### src/rtl/trace_pkg.sv
`default_nettype none
// ============================================================================
//  Module   : trace_pkg
//  Purpose  : Shared types and helpers for the trace capture engine: FSM
//             state encoding, transmit byte width and capture-length clamp.
//  Revision : 1.0  initial release
// ============================================================================
package trace_pkg;

  // Byte width of the readout stream
  localparam int TX_W = 8;

  // Capture engine states
  typedef enum logic [2:0] {
    S_IDLE    = 3'd0,
    S_ARMED   = 3'd1,
    S_DELAY   = 3'd2,
    S_CAPTURE = 3'd3,
    S_DONE    = 3'd4,
    S_READOUT = 3'd5
  } state_e;

  // A requested length of zero or one beyond the buffer means "fill the buffer"
  function automatic int unsigned clamp_len(input int unsigned len,
                                            input int unsigned depth);
    return ((len == 0) || (len > depth)) ? depth : len;
  endfunction

endpackage
`default_nettype wire

### src/rtl/trace_ram.sv
`default_nettype none
// ============================================================================
//  Module   : trace_ram
//  Purpose  : Simple dual-port trace buffer, DEPTH x SAMPLE_W, synchronous
//             write and registered read so it maps onto block RAM.
//  Revision : 1.0  initial release
// ============================================================================
module trace_ram #(
  parameter int SAMPLE_W = 7,
  parameter int DEPTH    = 512,
  parameter int ADDR_W   = 9
) (
  input  logic                clk,
  input  logic                we_i,
  input  logic [ADDR_W-1:0]   waddr_i,
  input  logic [SAMPLE_W-1:0] wdata_i,
  input  logic [ADDR_W-1:0]   raddr_i,
  output logic [SAMPLE_W-1:0] rdata_o
);

  logic [SAMPLE_W-1:0] mem_q [DEPTH];
  logic [SAMPLE_W-1:0] rdata_q;

  // Write port: one sample per enabled cycle
  always_ff @(posedge clk) begin
    if (we_i) begin
      mem_q[waddr_i] <= wdata_i;
    end
  end

  // Read port: free-running registered read, re-reading the same address
  // keeps the output stable
  always_ff @(posedge clk) begin
    rdata_q <= mem_q[raddr_i];
  end

  assign rdata_o = rdata_q;

endmodule
`default_nettype wire

### src/rtl/trace_capture_ctrl.sv
`default_nettype none
// ============================================================================
//  Module   : trace_capture_ctrl
//  Purpose  : Arm / trigger / delayed capture of sensor samples into a block
//             RAM trace buffer, then byte-wise readout over valid/ready.
//             Optional build macro TRACE_DECIM_EN adds a decim[3:0] input
//             that keeps only every (decim+1)-th sample during capture.
//  Revision : 1.0  initial release
// ============================================================================
module trace_capture_ctrl
  import trace_pkg::*;
#(
  parameter int SAMPLE_W = 7,
  parameter int DEPTH    = 512,
  parameter int ADDR_W   = 9,
  parameter int DLY_W    = 16
) (
  input  logic                clk,
  input  logic                rst_n,
  input  logic                arm,
  input  logic                trigger,
  input  logic [DLY_W-1:0]    trig_delay,
  input  logic [ADDR_W:0]     capture_len,
`ifdef TRACE_DECIM_EN
  input  logic [3:0]          decim,
`endif
  input  logic                sample_valid,
  input  logic [SAMPLE_W-1:0] sample,
  input  logic                rd_start,
  output logic                tx_valid,
  input  logic                tx_ready,
  output logic [TX_W-1:0]     tx_data,
  output logic                busy,
  output logic                done
);

  localparam logic [ADDR_W:0]   C_CNT_ONE = (ADDR_W+1)'(1);
  localparam logic [ADDR_W-1:0] C_ADR_ONE = ADDR_W'(1);
  localparam logic [DLY_W-1:0]  C_DLY_ONE = DLY_W'(1);

  state_e              state_q;
  logic [ADDR_W:0]     len_q;
  logic [DLY_W-1:0]    delay_q;
  logic [ADDR_W:0]     waddr_q;
  logic [ADDR_W:0]     raddr_q;
  logic                tx_valid_q;

  logic                keep_w;
  logic                wr_en_w;
  logic                hs_w;
  logic                last_wr_w;
  logic                last_rd_w;
  logic [ADDR_W-1:0]   ram_raddr_w;
  logic [SAMPLE_W-1:0] rdata_w;

`ifdef TRACE_DECIM_EN
  logic [3:0]          decim_q;
  logic [3:0]          dcnt_q;
  // Keep the sample when the decimation phase counter is at zero
  assign keep_w = (dcnt_q == 4'd0);
`else
  assign keep_w = 1'b1;
`endif

  assign wr_en_w   = (state_q == S_CAPTURE) && sample_valid && keep_w;
  assign hs_w      = tx_valid_q && tx_ready;
  assign last_wr_w = (waddr_q == (len_q - C_CNT_ONE));
  assign last_rd_w = ((raddr_q + C_CNT_ONE) == len_q);

  // Prefetch: on a handshake the next address goes to the RAM in the same
  // cycle so the following byte is ready one clock later. Outside readout
  // address 0 is presented so the DONE->READOUT edge fetches the first entry.
  always_comb begin
    ram_raddr_w = '0;
    if (state_q == S_READOUT) begin
      ram_raddr_w = hs_w ? (raddr_q[ADDR_W-1:0] + C_ADR_ONE) : raddr_q[ADDR_W-1:0];
    end
  end

  trace_ram #(
    .SAMPLE_W (SAMPLE_W),
    .DEPTH    (DEPTH),
    .ADDR_W   (ADDR_W)
  ) u_ram (
    .clk     (clk),
    .we_i    (wr_en_w),
    .waddr_i (waddr_q[ADDR_W-1:0]),
    .wdata_i (sample),
    .raddr_i (ram_raddr_w),
    .rdata_o (rdata_w)
  );

  // Capture/readout state machine with its counters and the tx_valid flag
  always_ff @(posedge clk) begin
    if (!rst_n) begin
      state_q    <= S_IDLE;
      len_q      <= '0;
      delay_q    <= '0;
      waddr_q    <= '0;
      raddr_q    <= '0;
      tx_valid_q <= 1'b0;
`ifdef TRACE_DECIM_EN
      decim_q    <= '0;
      dcnt_q     <= '0;
`endif
    end else begin
      case (state_q)
        S_IDLE: begin
          if (arm) begin
            state_q <= S_ARMED;
            delay_q <= trig_delay;
            len_q   <= (ADDR_W+1)'(clamp_len(32'(capture_len), 32'(DEPTH)));
            waddr_q <= '0;
            raddr_q <= '0;
`ifdef TRACE_DECIM_EN
            decim_q <= decim;
`endif
          end
        end
        S_ARMED: begin
          if (trigger) begin
            state_q <= (delay_q != '0) ? S_DELAY : S_CAPTURE;
`ifdef TRACE_DECIM_EN
            dcnt_q  <= '0;
`endif
          end
        end
        S_DELAY: begin
          // The sample that brings the count to zero is consumed, not stored
          if (sample_valid) begin
            delay_q <= delay_q - C_DLY_ONE;
            if (delay_q == C_DLY_ONE) begin
              state_q <= S_CAPTURE;
            end
          end
        end
        S_CAPTURE: begin
          if (sample_valid) begin
`ifdef TRACE_DECIM_EN
            dcnt_q <= (dcnt_q == decim_q) ? 4'd0 : (dcnt_q + 4'd1);
`endif
            if (keep_w) begin
              waddr_q <= waddr_q + C_CNT_ONE;
              if (last_wr_w) begin
                state_q <= S_DONE;
              end
            end
          end
        end
        S_DONE: begin
          if (rd_start) begin
            state_q    <= S_READOUT;
            raddr_q    <= '0;
            tx_valid_q <= 1'b1;
          end
        end
        S_READOUT: begin
          if (hs_w) begin
            if (last_rd_w) begin
              state_q    <= S_IDLE;
              tx_valid_q <= 1'b0;
            end else begin
              raddr_q <= raddr_q + C_CNT_ONE;
            end
          end
        end
        default: begin
          state_q    <= S_IDLE;
          tx_valid_q <= 1'b0;
        end
      endcase
    end
  end

  assign tx_valid = tx_valid_q;
  assign tx_data  = tx_valid_q ? TX_W'(rdata_w) : '0;
  assign busy     = (state_q == S_ARMED) || (state_q == S_DELAY) ||
                    (state_q == S_CAPTURE) || (state_q == S_READOUT);
  assign done     = (state_q == S_DONE);

endmodule
`default_nettype wire

### config.mk
export PLATFORM = sky130hd
export DESIGN_NAME = trace_capture_ctrl
export DESIGN_NICKNAME = d
export VERILOG_FILES = /design/src/rtl/trace_pkg.sv /design/src/rtl/trace_ram.sv /design/src/rtl/trace_capture_ctrl.sv
export SDC_FILE = /design/constraint.sdc
export NUM_CORES = 2
export LEC_CHECK = 0
export ABC_AREA = 1
export CAP_MARGIN = 40
export CORE_MARGIN = 10
export CORE_UTILIZATION = 50
export CTS_CLUSTER_DIAMETER = 60
export CTS_CLUSTER_SIZE = 30
export DETAILED_ROUTE_END_ITERATION = 6
export PLACE_DENSITY = 0.72
export SETUP_SLACK_MARGIN = 0.4
export SYNTH_ARGS = -nofsm -noshare
export SYNTH_HDL_FRONTEND = slang
export SYNTH_SLANG_ARGS = --single-unit
### constraint.sdc
create_clock -name clk -period 2.5 [get_ports clk]
set_clock_uncertainty 0.05 [all_clocks]
set_input_delay 0.5 -clock clk [delete_from_list [all_inputs] [get_ports clk]]
set_output_delay 0.5 -clock clk [all_outputs]
set_load 0.1 [all_outputs]
# Yosys cells after proc, flatten, opt, wreduce, memory -nomap -nowiden
# Memory sizes are Yosys's and may differ from the RTL's. A register that Yosys moved wholly into a read port is not among the register bits.
# Cells that the tools add are included.
[word_totals]
memories = 1
reg_bits = 50
input_bits = 40
wordCells = 82
mem_bits_rw = 3584
[op_classes]
bitwise_logic = 1
n_lt_le_gt_ge = 1
eq_ne = 18
addsub = 5
n_mux = 31
reduce_logical = 19
[mem_list]
columns = ["name", "depth", "word_bits", "read_ports", "rd_clocked_by_memory_dff", "write_ports", "line_no", "source"]
rows = [
  ["u_ram.mem_q", 512, 7, 1, 1, 1, "trace_ram.sv:21", "logic [SAMPLE_W-1:0] mem_q [DEPTH];"],
]
[ops]
columns = ["operator", "n"]
rows = [
  ["2-to-1 mux 10 bit", 6],
  ["2-to-1 mux 16 bit", 2],
  ["case mux 16 bit (2 select lines)", 1],
  ["case mux 10 bit (3 select lines)", 1],
  ["2-to-1 mux 3 bit", 9],
  ["adder 10 x 1 -> 10 bit, second input constant", 2],
  ["== test 10 bit", 2],
  ["inequality test 2 bit, second input constant", 10],
  ["case mux 10 bit (2 select lines)", 1],
  ["2-to-1 mux 9 bit", 2],
  ["case mux 3 bit (6 select lines)", 1],
  ["== test 16 x 1 -> 1 bit, second input constant", 1],
  ["nonzero test 16 bit", 1],
  ["subtractor 16 x 1 -> 16 bit, second input constant", 1],
  ["greater-than comparator 10 bit, second input constant", 1],
  ["zero test 10 bit", 1],
  ["subtractor 10 x 1 -> 10 bit, second input constant", 1],
  ["adder 9 x 1 -> 9 bit, second input constant", 1],
  ["AND reduction 9 bit", 1],
  ["2-to-1 mux 7 bit", 1],
  ["== test 3 x 2 -> 1 bit, second input constant", 2],
  ["== test 3 bit, second input constant", 2],
  ["2-to-1 mux 1 bit", 6],
  ["AND reduction 3 bit", 2],
  ["12 further kinds", 17],
]

# Logic depth before layout (Yosys ltp)
[depth]
depth_word = 5
ltp_mapped = 20
mapped_depth_nobuf = 17

# By module
# From an unflattened synthesis, not the netlist that was laid out.
[hier_totals]
hier_cells = 12833
hier_area_um2 = 148952.9
[by_module_without_submodules]
columns = ["mod", "cells_per_inst", "seq_area_each_um2", "area_each_um2", "instances"]
rows = [
  ["trace_ram", 12240, 107763.4, 145402.0, 1],
  ["trace_capture_ctrl", 593, 1001.0, 3550.9, 1],
]

# Worst setup path after synthesis
# Ideal clock, no wire load.
[synth_path]
kind = "flip-flop to flip-flop"
start = "register state_q[2]"
end = "register raddr_q[8]"
setup_ns = 0.119
arrival_time_ns = 2.923
path_stages_with_launch = 10
slack_ns = -0.592
cell_sequence = "dfxtp_1 > buf_2 > inv_1 > nor2_1 > inv_1 > a31oi_1 > o21ai_1 > buf_2 > o21ai_1 > a21oi_1"
[synth_via]
elab_chain_cells = 3
word_cells_on_any_way = 10
cone_classes = "6 x eq/ne; 1 x mux; 3 x reduce/logical"
[synth_lines]
columns = ["item", "line_no", "source"]
rows = [
  ["start: declaration", "trace_capture_ctrl.sv:41", "state_e state_q;"],
  ["start signal: assignment", "trace_capture_ctrl.sv:122", "state_q <= (delay_q != '0) ? S_DELAY : S_CAPTURE;"],
  ["== test 3 bit *", "n/a", ""],
  ["via done", "trace_capture_ctrl.sv:34", "output logic done"],
  ["inequality test 2 bit (no source line) or nonzero test 3 bit (tied branches)", "n/a", ""],
  ["AND reduction 5 bit (no source line)", "n/a", ""],
  ["end signal: assignment", "trace_capture_ctrl.sv:163", "raddr_q <= raddr_q + C_CNT_ONE;"],
  ["end: declaration", "trace_capture_ctrl.sv:45", "logic [ADDR_W:0] raddr_q;"],
]
# Mark *: on every way through the listed nets, which the timed path passes. The rest lies on a longest branch.
# A chain may end at the register's enable or synchronous reset.

# Worst setup path in the final report
[layout_path]
start = "register raddr_q[0]"
end = "register u_ram.rdata_q[5], in the netlist u_ram.rdata_o[5] (read register of u_ram.mem_q)"
[layout_via]
elab_chain_cells = 3
[layout_lines]
columns = ["item", "line_no", "source"]
rows = [
  ["adder 9 x 1 -> 9 bit", "trace_capture_ctrl.sv:76", "ram_raddr_w = hs_w ? (raddr_q[ADDR_W-1:0] + C_ADR_ONE) : raddr_q[ADDR_W-1:0];"],
  ["2-to-1 mux 9 bit *", "trace_capture_ctrl.sv:76", ""],
  ["2-to-1 mux 9 bit *", "trace_capture_ctrl.sv:75", "if (state_q == S_READOUT) begin"],
  ["end: declaration", "trace_ram.sv:22", "logic [SAMPLE_W-1:0] rdata_q;"],
]
# Every way passes the cells marked *; elsewhere a longest branch is shown, timed or not.

==> flow_summary.yaml <==
worst_setup_path:
  worstPathArrival_ns: 3.99
  timing.critical_path.fanout_max: 18
  timing.critical_path.required_ns: 3.35
  worst_setup_path_end_kind: "register"
  critPathLaunchType: "register"
  setup.worst_path.class: "reg -> reg"
timing:
  period_minus_slack_ns: 3.14
  hold_viol_final: 0
  relSlewSlack: 0.606
  timing_worst_slew_pin_value_ns: 0.592
  maxSlewViolCount: 0
  fin_ws_ns: -0.638
  setup_violations: 26
  rsz0062_at_grt: "yes"
  worst_hold_slack_ns: 0.0627
  min_period_over_period: 1.26
  highest_attainable_clock_frequency_mhz: 319
logic_synthesis:
  synth.yosys.warnings: 0
  synth_top_area_share: 0.693
  syn-num-nets: 14374
  yosys-top-cells-area: "sky130_fd_sc_hd__edfxtp_1 (69%), sky130_fd_sc_hd__nand3_1 (9.2%), sky130_fd_sc_hd__nand2_1 (8.8%), sky130_fd_sc_hd__inv_1 (4.5%), sky130_fd_sc_hd__o211ai_1 (1.8%)"
  ys_ff_latch: 3641
  syn_inst: 14326
  syn_area_mm2: 0.155
  synth.distinct_cells: 40
  avgSynthCellArea_um2: 10.8
  synth.yosys.seq_area_share: 0.700
  netlist.top_cell.by_area: "sky130_fd_sc_hd__edfxtp_1"
floorplanning:
  row_count: 204
  fp.dieW_um: 577
  die-area_mm2: 0.333
  number_of_primary_i_o_pins: 51
  core_area_mm2: 0.309
  starting_utilization_of_the_core_area: 0.503
  fp.dieH_um: 577
power:
  power_density_mw_per_mm2: 640
  clkPwrFrac: 0.369
  share_of_total_power_in_sequential_cells: 0.567
  switching_share: 0.244
  power.ir.vdd_worst_mv: 0.673
  cellInternalPower_mw: 89.9
  static-leakage-power_nw: 72.6
  combinationalPowerShare: 0.064
  total_switching_power_mw: 29.0
global_routing:
  grt_max_degree: 98
  fraction_of_met1_tracks_used_by_global_routing: 0.341
  vias_in_the_first_global_route: 107305
  global_route.overflow_total: 0
  grt_antenna_before_repair: 16
  grt_usage: 0.261
  grt-busiest-layer: "met2"
  global_route_track_usage_on_met3: 0.0417
  gr-usage-met2: 0.426
  grt_pass1_wl_mm: 665
cells_and_area:
  post_route_cells_drive_above_1_share: 0.154
  most_used_cells_in_the_layout_excluding_fill_and_tap_cells: "sky130_fd_sc_hd__edfxtp_1 (3584), sky130_fd_sc_hd__nand2_1 (3582), sky130_fd_sc_hd__nand3_1 (2672), sky130_fd_sc_hd__inv_1 (1860), sky130_fd_sc_hd__buf_4 (1054)"
  final.fill_count: 23255
  final-instance-count-excl-fill: 19618
  finish.utilization: 0.601
  seqCellArea_mm2: 0.109
  multiInputGateArea_mm2: 0.0378
  most_common_library_cell_in_the_layout_ignoring_fill_and_taps: "sky130_fd_sc_hd__edfxtp_1"
  design.final.nets: 15334
  area_added_between_synthesis_and_finish_pct: 19.6
routing:
  detail_route_antenna_nets: 0
  detail_route.vias_per_cell: 5.73
  initialDrtViolationCount: 16199
  drc_errors: 2
  postRouteWirelength_mm: 456
  drt_pre_antenna_iters: 7
  route.vias.total: 112502
  wl_per_cell_um: 23.2
placed_design:
  placedCellCount: 19013
  gpl.final_weighted_congestion: 0.913
  place.port_buffers: 49
  dp.final_hpwl_mm: 278
cts:
  tritoncts: "yes"
  numCtsBuffers: 232
  clockRootBuffer: "sky130_fd_sc_hd__clkbuf_16"
  clk_path_buf_depth: 4
  clock_latency_on_the_worst_skew_pair_ns: 1.00
  cts_htree_levels: 4
  clk_pin_slew_worst_paths_ns: 0.09
  cts_num_sinks: 3641
flow_run:
  cap_violations: 0
worst_hold_path:
  worst_hold_path_type: "in -> reg"
status:
  failed_checks: "design-rule violations, negative setup slack"
  outcome: "finished with violations"
[Yosys cell counts (all sizes together)]
master	number
a211oi	2
a21oi	82
a221oi	1
a31oi	14
and2	1
buf	590
clkbuf	290
clkinv	1
conb	1
dfxtp	57
edfxtp	3584
ha	8
inv	1884
nand2	3629
nand3	2850
nand3b	1
nand4	14
nor2	694
nor3	15
nor4	3
o2111ai	1
o211ai	381
o21a	3
o21ai	174
o21bai	1
o22ai	11
o31ai	1
or2	4
xnor2	7
xor2	22
[flip-flops by register name, summed over array words and instances, names as in the netlist]
name,count
u_ram.mem_q,3584
state_q,3
waddr_q,10
delay_q,16
len_q,10
u_ram.rdata_o,7
raddr_q,10
tx_valid,1
[power by group through the flow]
stage	logic (mW)	registers, mW	clock network [mW]
6_report	7.65	67.4	43.9
5_1_grt	8.03	67.4	46.3
4_1_cts	7.07	67.3	44.1
3_5_place_dp	6.29	68.7	0
3_3_place_gp	6.19	68.7	0
2_1_floorplan	2.84	68.7	0
[repair_timing]
action / 4_1_cts / 5_1_grt
pin swaps: 51 / 41
hold buffers: 7 / 0
setup buffers: 68 / 23
gates resized for setup: 503 / 222
hold endpoints to repair: 128 / 0
setup endpoints to repair: 3613 / 3603
cloned: 42 / 19
[metrics by stage]
step	total power, mW	setup TNS [ns]	area [um^2]	setup slack, ns
after detailed placement	75.0	-165.49	171000	-1.69
after floorplan	71.5	0	156000	0.122
after CTS	119	-4.99	184000	-0.549
after global placement	74.9	-153.87	171000	-1.70
final	119	-7.01	186000	-0.638
after global routing	122	-9.75	186000	-0.707
[metal layers]
layer / part of all wire / vias up
met1: 0.36 / 53799
met3: 0.11 / 1268
met4: 0.058 / 6
li1: - / 50356
met5: 0.000099 / -
met2: 0.47 / 7073
[cells by family after synthesis]
family / Yosys count / share of synthesized area
buffers and inverters: 2765 / 0.0716
and+or+nand+nor: 7211 / 0.198
other: 1 / 0.0000241
DFF: 3641 / 0.700
adders and majority gates: 8 / 0.000644
AOI/OAI and AO/OA: 671 / 0.0282
xor gates and xnor gates: 29 / 0.00163
[path summary, 6_finish.rpt]
path | startpoint | to | slack, ns | cells after the start
min | trig_delay[5] | delay_q[5] | 0.06 | 3
min reg2reg | raddr_q[9] | raddr_q[9] | 0.45 | 2
max | raddr_q[0] | u_ram.rdata_o[5] | -0.64 | 19
max reg2reg | raddr_q[0] | u_ram.rdata_o[5] | -0.64 | 19
[critical path, cell delays in order (launching register included)]
cell	delay (ns)
sky130_fd_sc_hd__dfxtp_2	0.35
sky130_fd_sc_hd__buf_6	0.12
sky130_fd_sc_hd__buf_4	0.13
sky130_fd_sc_hd__nand3_4	0.06
sky130_fd_sc_hd__xor2_1	0.22
sky130_fd_sc_hd__nand2_1	0.08
sky130_fd_sc_hd__nand2_1	0.12
sky130_fd_sc_hd__o21ai_4	0.10
sky130_fd_sc_hd__buf_12	0.16
sky130_fd_sc_hd__clkinv_8	0.18
sky130_fd_sc_hd__buf_16	0.27
sky130_fd_sc_hd__buf_4	0.20
sky130_fd_sc_hd__nand3_1	0.13
sky130_fd_sc_hd__nand3_1	0.15
sky130_fd_sc_hd__nand3_1	0.16
sky130_fd_sc_hd__nand3_1	0.17
sky130_fd_sc_hd__nand3_4	0.15
sky130_fd_sc_hd__nand2_2	0.13
sky130_fd_sc_hd__nand2_1	0.07
sky130_fd_sc_hd__nand2_1	0.07
[final cells by class]
| class | instances | area share |
|---|---|---|
| clock inverters | 198 | 0.0148 |
| flip-flops and latches | 3641 | 0.586 |
| diodes | 9 | 0.000121 |
| repair buffers | 1604 | 0.0984 |
| multi-input cells | 7920 | 0.203 |
| well taps | 4120 | 0.0278 |
| repair inverters | 2 | 0.0000674 |
| clock buffers | 239 | 0.0316 |
| inverters | 1885 | 0.0383 |
Note: power is estimated with default switching activity, not from simulation.
